File: src/rtl/sid_pkg.sv
// Shared types and constants for the dual-SID core: TDM cycle numbering,
// audio sample type and the I2S slot index used by the audio transmitter.
package sid;

  typedef logic [4:0]         cycle_t;
  typedef logic signed [19:0] s20_t;
  typedef logic [5:0]         i2s_slot_t;

  // TDM cycles at which the filter output stage presents each chip's sample.
  localparam cycle_t AUDIO_L_CYCLE = 5'd9;
  localparam cycle_t AUDIO_R_CYCLE = 5'd14;

  // Word select is high for slots 31..62: it leads the right word's MSB
  // (slot 32) by one SCK and returns low one SCK before the next left MSB.
  function automatic logic i2s_ws_for_slot(input i2s_slot_t k);
    return (k >= 6'd31) && (k <= 6'd62);
  endfunction

endpackage

File: src/rtl/sid_i2s_tx_sck_gen.sv
// I2S bit-clock generator: divides clk by 2*SCK_DIV and flags the clk in
// which SCK goes 1->0 so the serializer can update its outputs there.
module sid_i2s_tx_sck_gen #(
  parameter int SCK_DIV = 4
) (
  input  logic clk,
  input  logic rst,
  output logic i2s_sck,
  output logic sck_fall
);

  localparam int DW = (SCK_DIV > 2) ? $clog2(SCK_DIV) : 1;
  localparam logic [DW-1:0] DIV_LAST = DW'(SCK_DIV - 1);

  logic [DW-1:0] div;
  logic          div_wrap;

  assign div_wrap = (div == DIV_LAST);
  // The toggle happening this clk is a falling edge when SCK is currently high.
  assign sck_fall = div_wrap & i2s_sck;

  // Half-period counter and SCK toggle.
  always_ff @(posedge clk) begin
    if (rst) begin
      div     <= '0;
      i2s_sck <= 1'b0;
    end else if (div_wrap) begin
      div     <= '0;
      i2s_sck <= ~i2s_sck;
    end else begin
      div     <= div + DW'(1);
    end
  end

endmodule

File: src/rtl/sid_i2s_tx.sv
// Stereo Philips I2S transmitter for the dual-SID core. Captures the left and
// right filter outputs from their TDM slots as one consistent pair and sends
// the latest pair each 64-SCK frame, re-sending the held pair when none is new.
module sid_i2s_tx
  import sid::*;
#(
  parameter int     SCK_DIV     = 4,
  parameter cycle_t CAP_L_CYCLE = AUDIO_L_CYCLE,
  parameter cycle_t CAP_R_CYCLE = AUDIO_R_CYCLE
) (
  input  logic   clk,
  input  logic   rst,
  input  cycle_t cycle,
  input  s20_t   audio_i,
  output logic   i2s_sck,
  output logic   i2s_ws,
  output logic   i2s_sd,
  output logic   repeat_o
);

  logic        sck_fall;
  logic        cap_l;
  logic        cap_r;
  logic        load;
  s20_t        l_tmp;
  s20_t        pair_l;
  s20_t        pair_r;
  logic        pair_new;
  i2s_slot_t   k;
  i2s_slot_t   k_next;
  logic [63:0] frame;
  logic [63:0] frame_load;

  sid_i2s_tx_sck_gen #(
    .SCK_DIV (SCK_DIV)
  ) u_sck_gen (
    .clk      (clk),
    .rst      (rst),
    .i2s_sck  (i2s_sck),
    .sck_fall (sck_fall)
  );

  assign cap_l      = (cycle == CAP_L_CYCLE);
  assign cap_r      = (cycle == CAP_R_CYCLE);
  assign k_next     = k + 6'd1;
  assign load       = sck_fall && (k_next == 6'd0);
  assign frame_load = {pair_l, 12'b0, pair_r, 12'b0};

  // Capture buffer: left is parked in l_tmp until right arrives, then both
  // move into the pair together so a frame never mixes two SID cycles.
  // A right capture coinciding with a frame load leaves pair_new set.
  always_ff @(posedge clk) begin
    if (rst) begin
      l_tmp    <= '0;
      pair_l   <= '0;
      pair_r   <= '0;
      pair_new <= 1'b0;
    end else begin
      if (cap_l) begin
        l_tmp <= audio_i;
      end
      if (cap_r) begin
        pair_l   <= l_tmp;
        pair_r   <= audio_i;
        pair_new <= 1'b1;
      end else if (load) begin
        pair_new <= 1'b0;
      end
    end
  end

  // Slot counter and serializer; outputs move only on SCK falling edges.
  always_ff @(posedge clk) begin
    if (rst) begin
      k        <= 6'd63;
      frame    <= '0;
      i2s_sd   <= 1'b0;
      i2s_ws   <= 1'b0;
      repeat_o <= 1'b0;
    end else begin
      repeat_o <= 1'b0;
      if (sck_fall) begin
        k      <= k_next;
        i2s_ws <= i2s_ws_for_slot(k_next);
        if (load) begin
          frame    <= frame_load;
          i2s_sd   <= pair_l[19];
          repeat_o <= ~pair_new;
        end else begin
          i2s_sd <= frame[6'd63 - k_next];
        end
      end
    end
  end

endmodule

File: config.mk
export PLATFORM = sky130hd
export DESIGN_NAME = sid_i2s_tx
export DESIGN_NICKNAME = d
export VERILOG_FILES = /design/src/rtl/sid_pkg.sv /design/src/rtl/sid_i2s_tx_sck_gen.sv /design/src/rtl/sid_i2s_tx.sv
export SDC_FILE = /design/constraint.sdc
export NUM_CORES = 1
export LEC_CHECK = 0
export CAP_MARGIN = 20
export CORE_AREA = 2 2 88 111
export CTS_BUF_LIST = sky130_fd_sc_hd__clkbuf_16
export DETAILED_ROUTE_END_ITERATION = 12
export DIE_AREA = 0 0 90 113
export PLACE_DENSITY_LB_ADDON = 0.12
export SYNTH_ARGS = -nofsm -noshare
export SYNTH_HDL_FRONTEND = slang
export SYNTH_SLANG_ARGS = --single-unit
File: constraint.sdc
create_clock -name clk -period 2.3 [get_ports clk]
set_input_delay 0.575 -clock clk [delete_from_list [all_inputs] [get_ports clk]]
set_output_delay 0.575 -clock clk [all_outputs]
set_load 0.01 [all_outputs]
# Yosys cells after proc, flatten, opt, wreduce, memory -nomap -nowiden
# Index checks and enable logic that the tools add are counted.
[word_totals]
reg_bits = 113
input_bits = 27
out_inout_bits = 4
[op_classes]
addsub = 3
order_cmp = 3
eq_ne = 3
muxes = 5
bitwise = 5
n_reduce_logical = 7
[op_table]
columns = ["cell", "count"]
rows = [
  ["$eq A5 B4 Y1 const B", 2],
  ["$lt A6 B7 Y1 const B", 1],
  ["$add A6 B1 Y6 const B", 1],
  ["$bmux W1 S6", 1],
  ["$ge A6 B5 Y1 const B", 1],
  ["$le A6 B6 Y1 const B", 1],
  ["$logic_not A6 Y1", 1],
  ["$sub A6 B6 Y6 const A", 1],
  ["$mux W1", 4],
  ["$not A1 Y1", 4],
  ["$reduce_or A3 Y1", 1],
  ["$add A2 B1 Y2 const B", 1],
  ["$eq A2 B2 Y1 const B", 1],
  ["$logic_and A1 B1 Y1", 2],
  ["$reduce_and A2 Y1", 1],
  ["$reduce_bool A2 Y1", 1],
  ["$reduce_or A2 Y1", 1],
  ["$and A1 B1 Y1", 1],
]

# Longest topological paths before layout
# Gate-level depths: netlist of the first run.
[depth]
ltp_word = 5
ltp_mapped = 11
depth_no_buf = 8

# Modules after synthesis
# From an unflattened synthesis of the first run, not the netlist that was laid out.
[unflattened]
hier_cells = 582
area_unflattened_um2 = 4772.1
[modules_own_cells]
columns = ["module", "n_inst", "cells_each", "area_each_um2", "seq_area_each_um2"]
rows = [
  ["sid_i2s_tx", 1, 573, 4667.0, 2202.1],
  ["sid_i2s_tx_sck_gen", 1, 9, 105.1, 60.1],
]

# Worst setup path after synthesis of the first run
# No wires, ideal clock.
[synth_path]
path_type = "reg-to-reg"
startpoint = "register k[0]"
endpoint = "register i2s_sd"
setup_time_ps = 133
arrival_time_ps = 2211
t_required_ps = 2167
path_slack_ps = -44
path_stages_with_launch = 11
path_buffers = 3
synth_period_minus_slack_ps = 2344
path_cell_list = "dfxtp_1 > buf_4 > buf_4 > inv_1 > ha_1 > buf_2 > mux4_2 > mux2_2 > o211ai_1 > or3_1 > o211ai_1"
[synth_via]
elab_chain_len = 5
elab_cells_between_ends = 7
classes_between = "2 x add/sub; 3 x mux; 2 x reduce/logical"
[synth_rtl]
columns = ["element", "line", "text"]
rows = [
  ["start, declared", "sid_i2s_tx.sv:29", "i2s_slot_t k;"],
  ["start signal, assigned", "sid_i2s_tx.sv:83", "k <= k_next;"],
  ["$add A6 B1 Y6 (*)", "sid_i2s_tx.sv:45", "assign k_next = k + 6'd1;"],
  ["via k_next[0]", "sid_i2s_tx.sv:30", "i2s_slot_t k_next;"],
  ["$sub A6 B6 Y6", "sid_i2s_tx.sv:90", "i2s_sd <= frame[6'd63 - k_next];"],
  ["$bmux W1 S6", "sid_i2s_tx.sv:90", ""],
  ["$mux W1 (not written as such)", "sid_i2s_tx.sv:90", ""],
  ["$mux W1 (*)", "sid_i2s_tx.sv:85", "if (load) begin"],
  ["end signal, assigned", "sid_i2s_tx.sv:87", "i2s_sd <= pair_l[19];"],
  ["end signal, assigned", "sid_i2s_tx.sv:90", ""],
  ["end, declared", "sid_i2s_tx.sv:17", "output logic i2s_sd,"],
]
# The timed path passes the listed nets; every way through them passes the cells marked *. The select of a mux whose other input is x is not followed.
# A chain may end at the register's enable or synchronous reset.

# Worst setup path in the final report of the first run
# Same ends and word-level chain as after synthesis.

==> results of run 1 <==
==> state kept, by name, indices dropped and copies added, names as in the netlist <==
register	cells
i2s_ws	1
i2s_sd	1
k	6
repeat_o	1
pair_l	20
pair_r	20
frame	40
u_sck_gen.div	2
pair_new	1
u_sck_gen.i2s_sck	1
l_tmp	20
==> metal layers <==
layer  share of wire (%)  wire length [µm]
met5                   0                 0
met4                0.81                83
met1                  46              4680
met3                 4.3               440
met2                  49              5030
==> final cells by class <==
cell class | instances | area [µm²] | area share (%)
clock buffer | 17 | 425 | 7.49
clock inverter | 15 | 185 | 3.26
inverter | 3 | 11.3 | 0.198
multi-input combinational | 411 | 2150 | 37.8
sequential | 113 | 2260 | 39.9
tap | 123 | 154 | 2.71
timing repair buffer | 47 | 492 | 8.66
==> power breakdown <==
part           internal, mW  switching, mW  leakage [nW]  total [mW]
registers              1.98        0.00993         0.911        1.99
clock network          1.71          0.936         0.282        2.65
logic                0.0818         0.0887         0.766       0.171
total                  3.77           1.03          1.96        4.80
==> cell families (layout without fill, tap and decap cells) <==
| logic type | Yosys count | after routing | synth area share, % |
|---|---|---|---|
| AO/OA/AOI/OAI | 131 | 131 | 15.4 |
| XOR/XNOR | 7 | 7 | 1.33 |
| adder cells (fa/ha/maj) | 4 | 4 | 1.09 |
| buffers and inverters | 47 | 82 | 4.55 |
| flip-flops | 113 | 113 | 49.2 |
| multiplexers | 13 | 13 | 5.58 |
| AND/OR/NAND/NOR | 256 | 256 | 22.8 |
==> worst paths after layout <==
kind	startpoint	end	slack [ns]	cells past startpoint
min	pair_new$_SDFFE_PP0P_	repeat_o$_SDFF_PP0_	0.43	1
min reg2reg	pair_new$_SDFFE_PP0P_	repeat_o$_SDFF_PP0_	0.43	1
max	k[0]$_SDFFE_PP1P_	i2s_sd$_SDFFE_PP0P_	0.13	8
max reg2reg	k[0]$_SDFFE_PP1P_	i2s_sd$_SDFFE_PP0P_	0.13	8
==> placed cells by master, fill, tap and decap left out, types with 4 or more instances in the layout <==
cell type / instances
nand2_1: 206
dfxtp_1: 113
a21oi_1: 109
clkdlybuf4s50_1: 29
clkbuf_16: 17
nor2_1: 13
buf_4: 12
mux4_2: 10
nor3_1: 7
xnor2_1: 6
nand2b_1: 5
clkinvlp_4: 5
buf_12: 5
nand4_1: 4
nand3_1: 4
nor2b_1: 4
o21ai_0: 4
clkinv_4: 4
==> flow_summary.json, run 1 <==
{
  "ys_seq_elements": 113,
  "hpwl_mm": 6.76,
  "use_met2_pct": 35.4,
  "maxCapViolations": 0,
  "num_vias": 3787,
  "hold_ws_ns": 0.425,
  "outcome": "completed",
  "critPathMaxFanout": 12,
  "worst_slack_ns": 0.131,
  "grt_first_pass_wirelength_mm": 17.4,
  "endpoint_kind": "flop",
  "timing.final.crit_period_ns": 2.17,
  "final_core_util_pct": 62.5,
  "die_x_um": 90,
  "clock.fmax_mhz": 461,
  "pre_cts_slack_ns": 0.0560,
  "synth.distinct_cells": 40,
  "port_buffers": 30,
  "dieHeight_um": 113,
  "critical_path_buf_inv_count": 1,
  "setup-tns-final_ns": 0,
  "postCtsSetupRepairBufs": 0,
  "drt_iter0_markers": 213,
  "async_reset_ff_share_pct": 0,
  "grt-ovfl-total": 0,
  "cpLargestDelayFamily": "simple AND/OR/NAND/NOR gates",
  "critPathKind": "reg -> reg",
  "cp_cell_sequence": "inv_1, ha_2, mux4_2, o21ai_0, a21oi_1, a211oi_1, or4b_1, o211ai_1",
  "rsz0062_at_grt": "true",
  "ys_seq_area_share_pct": 49.2,
  "synth_flop_cell": "dfxtp_1",
  "diodes": 0,
  "drv_slew": 0,
  "cts_root_buffer": "clkbuf_16",
  "syn_area_mm2": 0.00460,
  "synth.area.top_cells": "dfxtp_1, nand2_1, a21oi_1",
  "peakVddDrop_v": 0.000537,
  "drive_gt1_share_pct": 11.4,
  "p_leak_nw": 1.96,
  "synthesis.nets": 602,
  "top_usage_layer": "met2",
  "cts.clk_slew.worst_paths_ns": 0.06,
  "drcViolationCount": 0,
  "io_pins": 31,
  "power_density_mw_per_mm2": 846,
  "finalPower_mw": 4.80,
  "cts_resized": 0,
  "ant_nets": 0,
  "ys_warn_count": 0,
  "holdBufCountCts": 0,
  "tightest_slew_ns": 0.476,
  "antenna_found_initial": 0,
  "hold_path.class": "reg -> reg",
  "setup_violations": 0,
  "crit_slowest_cell": "or4b_1",
  "area_delta_synth_final_pct": 23.5,
  "start_util_pct": 50.6,
  "synth_top_area_cell": "dfxtp_1",
  "yosysMostFrequentCell": "nand2_1",
  "slew_headroom_pct": 68.3,
  "die_area_mm2": 0.0102,
  "grtUsageMet3_pct": 6.06,
  "stdcell_count": 729,
  "syn_inst": 571,
  "fillers": 840,
  "cts_buffers": 17,
  "met1_usage_pct": 27.2,
  "cts.htree.levels": 4,
  "nets": 624,
  "rows": 39,
  "cts.sinks": 113,
  "clock_latency_ns": 0.41,
  "grt_use_total_pct": 21.5,
  "startpoint_type": "flop",
  "place_congestion": 0.845,
  "period_share_pct": 94.3,
  "synth_area_per_cell_um2": 8.05,
  "wl_mm": 10.2,
  "worstPathArrival_ns": 2.49,
  "post_dp_cell_area_mm2": 0.00504,
  "synth_top_area_share_pct": 49.2,
  "grt_pass1_vias": 3675,
  "grt_max_degree": 114,
  "tritoncts": "built",
  "core_area_mm2": 0.00908,
  "dp.cells": 697,
  "hold_viol": 0,
  "cp_slowest_stage_delay_ns": 0.50,
  "clock_path_buffers": 2,
  "dr.pass1.iters": 4,
  "fin_skew_ns": 0.0136,
  "viasPerCell": 5.19,
  "stdcell_area_mm2": 0.00568,
  "synth_commonest_cells": "nand2_1, dfxtp_1, a21oi_1",
  "cp.required_ns": 2.62,
  "synth-edff-count": 0,
  "wire_per_inst_um": 14.0
}
Power figures use the tool's default switching activity.
==> run 2: changes to the inputs <==
CAP_MARGIN = not set   (was 20)
CORE_AREA = 2 2 99 125   (was 2 2 88 111)
DIE_AREA = 0 0 101 127   (was 0 0 90 113)
clock period = 1.9 ns   (was 2.3 ns; I/O delays follow)
==> run 2 against run 1 <==
  * The run now ends with negative setup slack left
  * Clock skew fell by 0.0075 ns
  * Combinational power increased by 47%
  * Routed wire length up 15%
  * Non-clock buffer count is 37 higher
  * Cell count rose by 7.1%
  * Worst setup slack worse by 0.26 ns
  * Via count rose by 4.8%
  * Utilization fell by 7.9 points
  * Die area up 26%
  * Fmax grew 6.9%
  * Clock power is 12% higher
  * Critical endpoint unchanged
  * Largest cell class is now multi-input gates
  * Largest power group unchanged
==> flow_summary.json, run 2 (synthesized netlist as in run 1, its figures left out) <==
{
  "drcViolationCount": 0,
  "hold_ws_ns": 0.423,
  "drt_iter0_markers": 238,
  "ant_nets": 0,
  "grt_first_pass_wirelength_mm": 19.1,
  "port_buffers": 30,
  "hold_path.class": "reg -> reg",
  "critPathMaxFanout": 6,
  "die_area_mm2": 0.0128,
  "fin_skew_ns": 0.00616,
  "die_x_um": 101,
  "drv_slew": 0,
  "maxCapViolations": 0,
  "cts_root_buffer": "clkbuf_16",
  "wl_mm": 11.8,
  "clock.fmax_mhz": 493,
  "power_density_mw_per_mm2": 890,
  "period_share_pct": 107,
  "layout_common_cells": "nand2_1, dfxtp_1, a21oi_1",
  "antenna_found_initial": 0,
  "dr.pass1.iters": 4,
  "drive_gt1_share_pct": 22.7,
  "hpwl_mm": 7.07,
  "grt-ovfl-total": 0,
  "start_util_pct": 39.8,
  "top_register": "frame",
  "cts.sinks": 113,
  "place_congestion": 0.786,
  "wire_per_inst_um": 15.1,
  "holdBufCountCts": 0,
  "rsz0062_at_grt": "true",
  "area_delta_synth_final_pct": 37.4,
  "p_leak_nw": 2.27,
  "endpoint_kind": "flop",
  "cts.clk_slew.worst_paths_ns": 0.06,
  "diodes": 0,
  "cp.required_ns": 2.18,
  "dp.cells": 733,
  "tightest_slew_ns": 0.529,
  "worstPathArrival_ns": 2.31,
  "io_pins": 31,
  "clock_latency_ns": 0.41,
  "hold_viol": 0,
  "dieHeight_um": 127,
  "finalPower_mw": 5.62,
  "final_core_util_pct": 54.6,
  "core_area_mm2": 0.0116,
  "setup_violations": 37,
  "viasPerCell": 5.08,
  "num_vias": 3968,
  "nets": 661,
  "violations": "negative setup slack",
  "largest_reg_flops": 40,
  "stdcell_count": 781,
  "cts_buffers": 17,
  "worst_slack_ns": -0.129,
  "startpoint_type": "flop",
  "peakVddDrop_v": 0.000462,
  "rows": 44,
  "cts.htree.levels": 4,
  "slew_headroom_pct": 64.7,
  "grt_max_degree": 114,
  "outcome": "finished, violations left",
  "layout_commonest_cell": "nand2_1",
  "critPathKind": "reg -> reg",
  "grt_use_total_pct": 19.0,
  "tritoncts": "built",
  "clock_path_buffers": 2,
  "timing.final.crit_period_ns": 2.03,
  "grt_pass1_vias": 3905
}
==> run 2: changes by cell type in the layout (fill, tap and decap cells not counted), moves of 3 or more <==
| cell | previous run | this run |
|---|---|---|
| dfxtp_1 | 113 | 110 |
| buf_12 | 5 | 8 |
| buf_6 | 1 | 6 |
| buf_4 | 12 | 31 |
| a21oi_2 | 0 | 11 |
| clkbuf_16 | 17 | 20 |
| buf_8 | 0 | 4 |
| nand2_2 | 0 | 11 |
| nand2_1 | 206 | 190 |
| a21oi_1 | 109 | 98 |
| nand2_4 | 0 | 5 |
==> run 2: final timing paths <==
path / startpoint / endpoint / slack (ns) / cells after the start
max: k[1]$_SDFFE_PP1P_ / i2s_sd$_SDFFE_PP0P_ / -0.13 / 8
min: u_sck_gen.div[0]$_SDFF_PP0_ / u_sck_gen.div[0]$_SDFF_PP0_ / 0.42 / 1
max reg2reg: k[1]$_SDFFE_PP1P_ / i2s_sd$_SDFFE_PP0P_ / -0.13 / 8
min reg2reg: u_sck_gen.div[0]$_SDFF_PP0_ / u_sck_gen.div[0]$_SDFF_PP0_ / 0.42 / 1
==> run 2: repair_timing <==
action                                  4_1_cts  5_1_grt
pin swaps                                     9       17
endpoints found under the setup margin       44       44
resized for setup                            30       45
setup buffers                                 9        1
gates cloned                                  4        5
==> run 2: critical path: stages (launching register included) <==
cell and delay (ns):
dfxtp_4 0.36, buf_6 0.12, ha_4 0.33, buf_12 0.13
mux4_2 0.29, mux2_4 0.29, o211ai_1 0.18, or3_1 0.14
o211ai_1 0.07
==> run 2: layout make-up <==
class                           instances  area, µm²
Sequential cell                       113       2270
Fill cell                            1102       5250
Inverter                                3       11.3
Clock inverter                         15        136
Tap cell                              138        173
Clock buffer                           17        425
Timing Repair Buffer                   84        946
Multi-Input combinational cell        411       2350
==> run 2: layer usage <==
layer	up-vias	GRT usage, %	wire length, µm
met5	-	0	0
met4	0	6.68	134
met3	14	4.32	388
met2	71	31.1	5900
met1	1858	24.6	5370
li1	2025	-	-
==> run 2: stage by stage <==
step	setup TNS [ns]	cell area [µm²]	setup slack, ns
2_1_floorplan	-1.76	4640	-0.167
3_3_place_gp	-7.90	5260	-0.199
3_5_place_dp	-10.90	5260	-0.220
4_1_cts	-0.636	6100	-0.123
5_1_grt	-5.94	6310	-0.175
6_report	-1.10	6310	-0.129
==> run 2: power by group <==
part	total (mW)	switching [mW]	internal, mW
logic	0.251	0.123	0.128
registers	2.40	0.0131	2.39
clock network	2.97	1.16	1.80
==> run 3: changes to the inputs <==
ABC_AREA = 1   (was not set)
CORE_AREA = 2 2 110 112   (was 2 2 99 125)
DIE_AREA = 0 0 112 114   (was 0 0 101 127)
==> run 3 against run 2 <==
  * The run now ends clean
  * Combinational power rose to 3.4 times the previous value
  * Power rose by 10%
  * Flip-flop and latch count did not move
  * Die area fell by 0.46%
  * Clock power fell by 3%
  * Cell area fell by 11%
  * First-iteration DRC count fell by 17%
  * Global-route usage fell by 0.54 points
  * Cell count rose by 2.7%
  * Worst hold slack barely moved
  * Via count fell by 3.0%
  * Largest cell class is now flip-flops and latches
==> flow_summary.json, run 3 <==
{
  "synth.area.top_cells": "dfxtp_1, nor2_1, o21ai_0",
  "syn_area_mm2": 0.00452,
  "timing.final.crit_period_ns": 1.78,
  "largest_reg_flops": 40,
  "stdcell_area_mm2": 0.00565,
  "num_vias": 3847,
  "synth_area_per_cell_um2": 7.43,
  "endpoint_kind": "flop",
  "clock.fmax_mhz": 562,
  "nets": 676,
  "cp_slowest_stage_delay_ns": 0.34,
  "grt_use_total_pct": 18.5,
  "cts.sinks": 113,
  "dp.cells": 773,
  "drt_iter0_markers": 198,
  "start_util_pct": 38.6,
  "pre_cts_slack_ns": -0.0998,
  "ys_warn_count": 0,
  "wl_mm": 10.9,
  "clock_latency_ns": 0.41,
  "grt-ovfl-total": 0,
  "crit_slowest_cell": "dfxtp_2",
  "reg2reg_depth": 9,
  "p_int_mw": 4.62,
  "async_reset_ff_share_pct": 0,
  "top_register": "frame",
  "synth_top_area_cell": "dfxtp_1",
  "final_core_util_pct": 48.2,
  "combPwrFrac_pct": 13.8,
  "rows": 40,
  "maxCapViolations": 0,
  "hold_path.class": "reg -> reg",
  "worst_slack_ns": 0.120,
  "fin_skew_ns": 0.00629,
  "stdcell_count": 802,
  "min_to": "repeat_o$_SDFF_PP0_",
  "cts_root_buffer": "clkbuf_16",
  "yosysMostFrequentCell": "nor2_1",
  "dr.pass1.iters": 5,
  "p_sw_mw": 1.57,
  "grt_max_degree": 57,
  "die_x_um": 112,
  "cts.clk_slew.worst_paths_ns": 0.05,
  "ant_nets": 0,
  "hpwl_mm": 7.62,
  "cts.htree.levels": 4,
  "regArea_mm2": 0.00226,
  "area_delta_synth_final_pct": 24.9,
  "clock_path_buffers": 2,
  "r2r_start": "k[0]$_SDFFE_PP1P_",
  "synth-edff-count": 0,
  "synthesis.nets": 640,
  "drv_slew": 0,
  "ys_seq_area_share_pct": 50.0,
  "synth_top_area_share_pct": 50.0,
  "port_buffers": 30,
  "tightest_slew_ns": 0.286,
  "worstHoldStart": "pair_new$_SDFFE_PP0P_",
  "post_dp_cell_area_mm2": 0.00510,
  "cp_cell_sequence": "ha_1, buf_4, xnor2_4, nand2_1, nor2_2, nand2_4, buf_16, o21ai_1, a21oi_1",
  "hold_viol": 0,
  "critPathKind": "reg -> reg",
  "outcome": "completed",
  "r2r_slack_ns": 0.12,
  "critical_path_buf_inv_count": 2,
  "worstPathArrival_ns": 2.07,
  "diodes": 0,
  "power_density_mw_per_mm2": 1100,
  "ys_seq_elements": 113,
  "p_seq_share_pct": 39.6,
  "setup_violations": 0,
  "multi_input_area_mm2": 0.00188,
  "dieHeight_um": 114,
  "reg2reg_to": "frame[25]$_SDFFE_PP0P_",
  "syn_inst": 609,
  "clkPwrFrac_pct": 46.6,
  "place_congestion": 0.787,
  "synth_flop_cell": "dfxtp_1",
  "synth_commonest_cells": "nor2_1, dfxtp_1, o21ai_0",
  "cp.required_ns": 2.19,
  "layout_commonest_cell": "nor2_1",
  "drcViolationCount": 0,
  "peakVddDrop_v": 0.000608,
  "fillers": 1222,
  "cpLargestDelayFamily": "buffers and inverters",
  "startpoint_type": "flop",
  "critPathMaxFanout": 56,
  "postCtsSetupRepairBufs": 0,
  "critical_path.startpoint": "k[0]$_SDFFE_PP1P_",
  "wire_per_inst_um": 13.5,
  "tritoncts": "built",
  "period_share_pct": 93.7,
  "p_leak_nw": 2.35,
  "synth.distinct_cells": 30,
  "io_pins": 31,
  "layout_common_cells": "nor2_1, dfxtp_1, o21ai_0",
  "holdBufCountCts": 0,
  "die_area_mm2": 0.0128,
  "swShare_pct": 25.4,
  "grt_first_pass_wirelength_mm": 18.4,
  "viasPerCell": 4.80,
  "slew_headroom_pct": 80.7,
  "cts_buffers": 17,
  "hold_ws_ns": 0.423,
  "min_path_cells": 1,
  "core_area_mm2": 0.0117,
  "grt_pass1_vias": 3777,
  "antenna_found_initial": 0,
  "drive_gt1_share_pct": 9.47
}
## run 3: changes by cell type after synthesis, moves of 4 or more
cell / change
mux4_2: -10
xnor2_1: -6
o21ai_1: +39
a21oi_1: -66
nor2_1: +121
nand2b_1: -5
clkbuf_1: -8
inv_1: +51
o21ai_0: +60
nor2b_1: -4
nand3_1: +34
nor3_1: -4
nand2_1: -149
## run 3: worst max-delay path by stage
stage | endpoint | slack, ns | cells past startpoint
after floorplan | i2s_sd$_SDFFE_PP0P_ | 0.03 | 13
after global placement | pair_l[17]$_SDFFE_PP0P_ | -0.03 | 8
after detailed placement | pair_l[9]$_SDFFE_PP0P_ | -0.1 | 8
after CTS | i2s_sd$_SDFFE_PP0P_ | 0.1 | 11
after global routing | frame[59]$_SDFFE_PP0P_ | -0.0002 | 10
final | frame[25]$_SDFFE_PP0P_ | 0.12 | 9
## run 3: metrics by stage
step / power [mW] / TNS, ns
5_1_grt: 6.47 / -0.000221
6_report: 6.20 / 0
4_1_cts: 6.25 / 0
3_3_place_gp: 3.34 / -0.0860
2_1_floorplan: 3.04 / 0
3_5_place_dp: 3.34 / -1.73
## run 3: cell type report
| class | instances | area share [%] |
|---|---|---|
| inverters | 57 | 3.90 |
| well taps | 147 | 3.26 |
| clock inverters | 12 | 1.84 |
| flip-flops and latches | 113 | 40.1 |
| repair buffers | 55 | 10.2 |
| multi-input cells | 401 | 33.2 |
| clock buffers | 17 | 7.53 |
## run 3: worst reg2reg max path, cell delays in order, from the launching register on
cell and delay (ns):
dfxtp_2 0.34, ha_1 0.23, buf_4 0.17, xnor2_4 0.14
nand2_1 0.09, nor2_2 0.16, nand2_4 0.09, buf_16 0.19
o21ai_1 0.21, a21oi_1 0.05
## run 3: cell families after synthesis
logic type,share of synthesized area (%)
xor+xnor,1.16
flops,50.0
compound gates,17.0
buf+inv,8.74
simple gates,21.9
fa+ha+maj,1.11
## run 3: what timing repair did
item                       CTS  global route
hold endpoints to repair     0             0
resized for setup            0             6
setup endpoints to repair    0             6
## run 3: routing by layer
| metal | global-route usage (%) | wire [µm] |
|---|---|---|
| met3 | 5.47 | 400 |
| met4 | 7.80 | 180 |
| met1 | 24.2 | 5520 |
| met2 | 28.6 | 4770 |
| met5 | 0 | 0 |
## run 3: power by group through the flow
stage                     logic [mW]  clock network (mW)  registers [mW]
final                          0.856                2.89            2.45
after global routing           0.967                3.05            2.46
after global placement         0.844                   0            2.50
after CTS                      0.851                2.95            2.45
after floorplan                0.553                   0            2.49
after detailed placement       0.845                   0            2.50
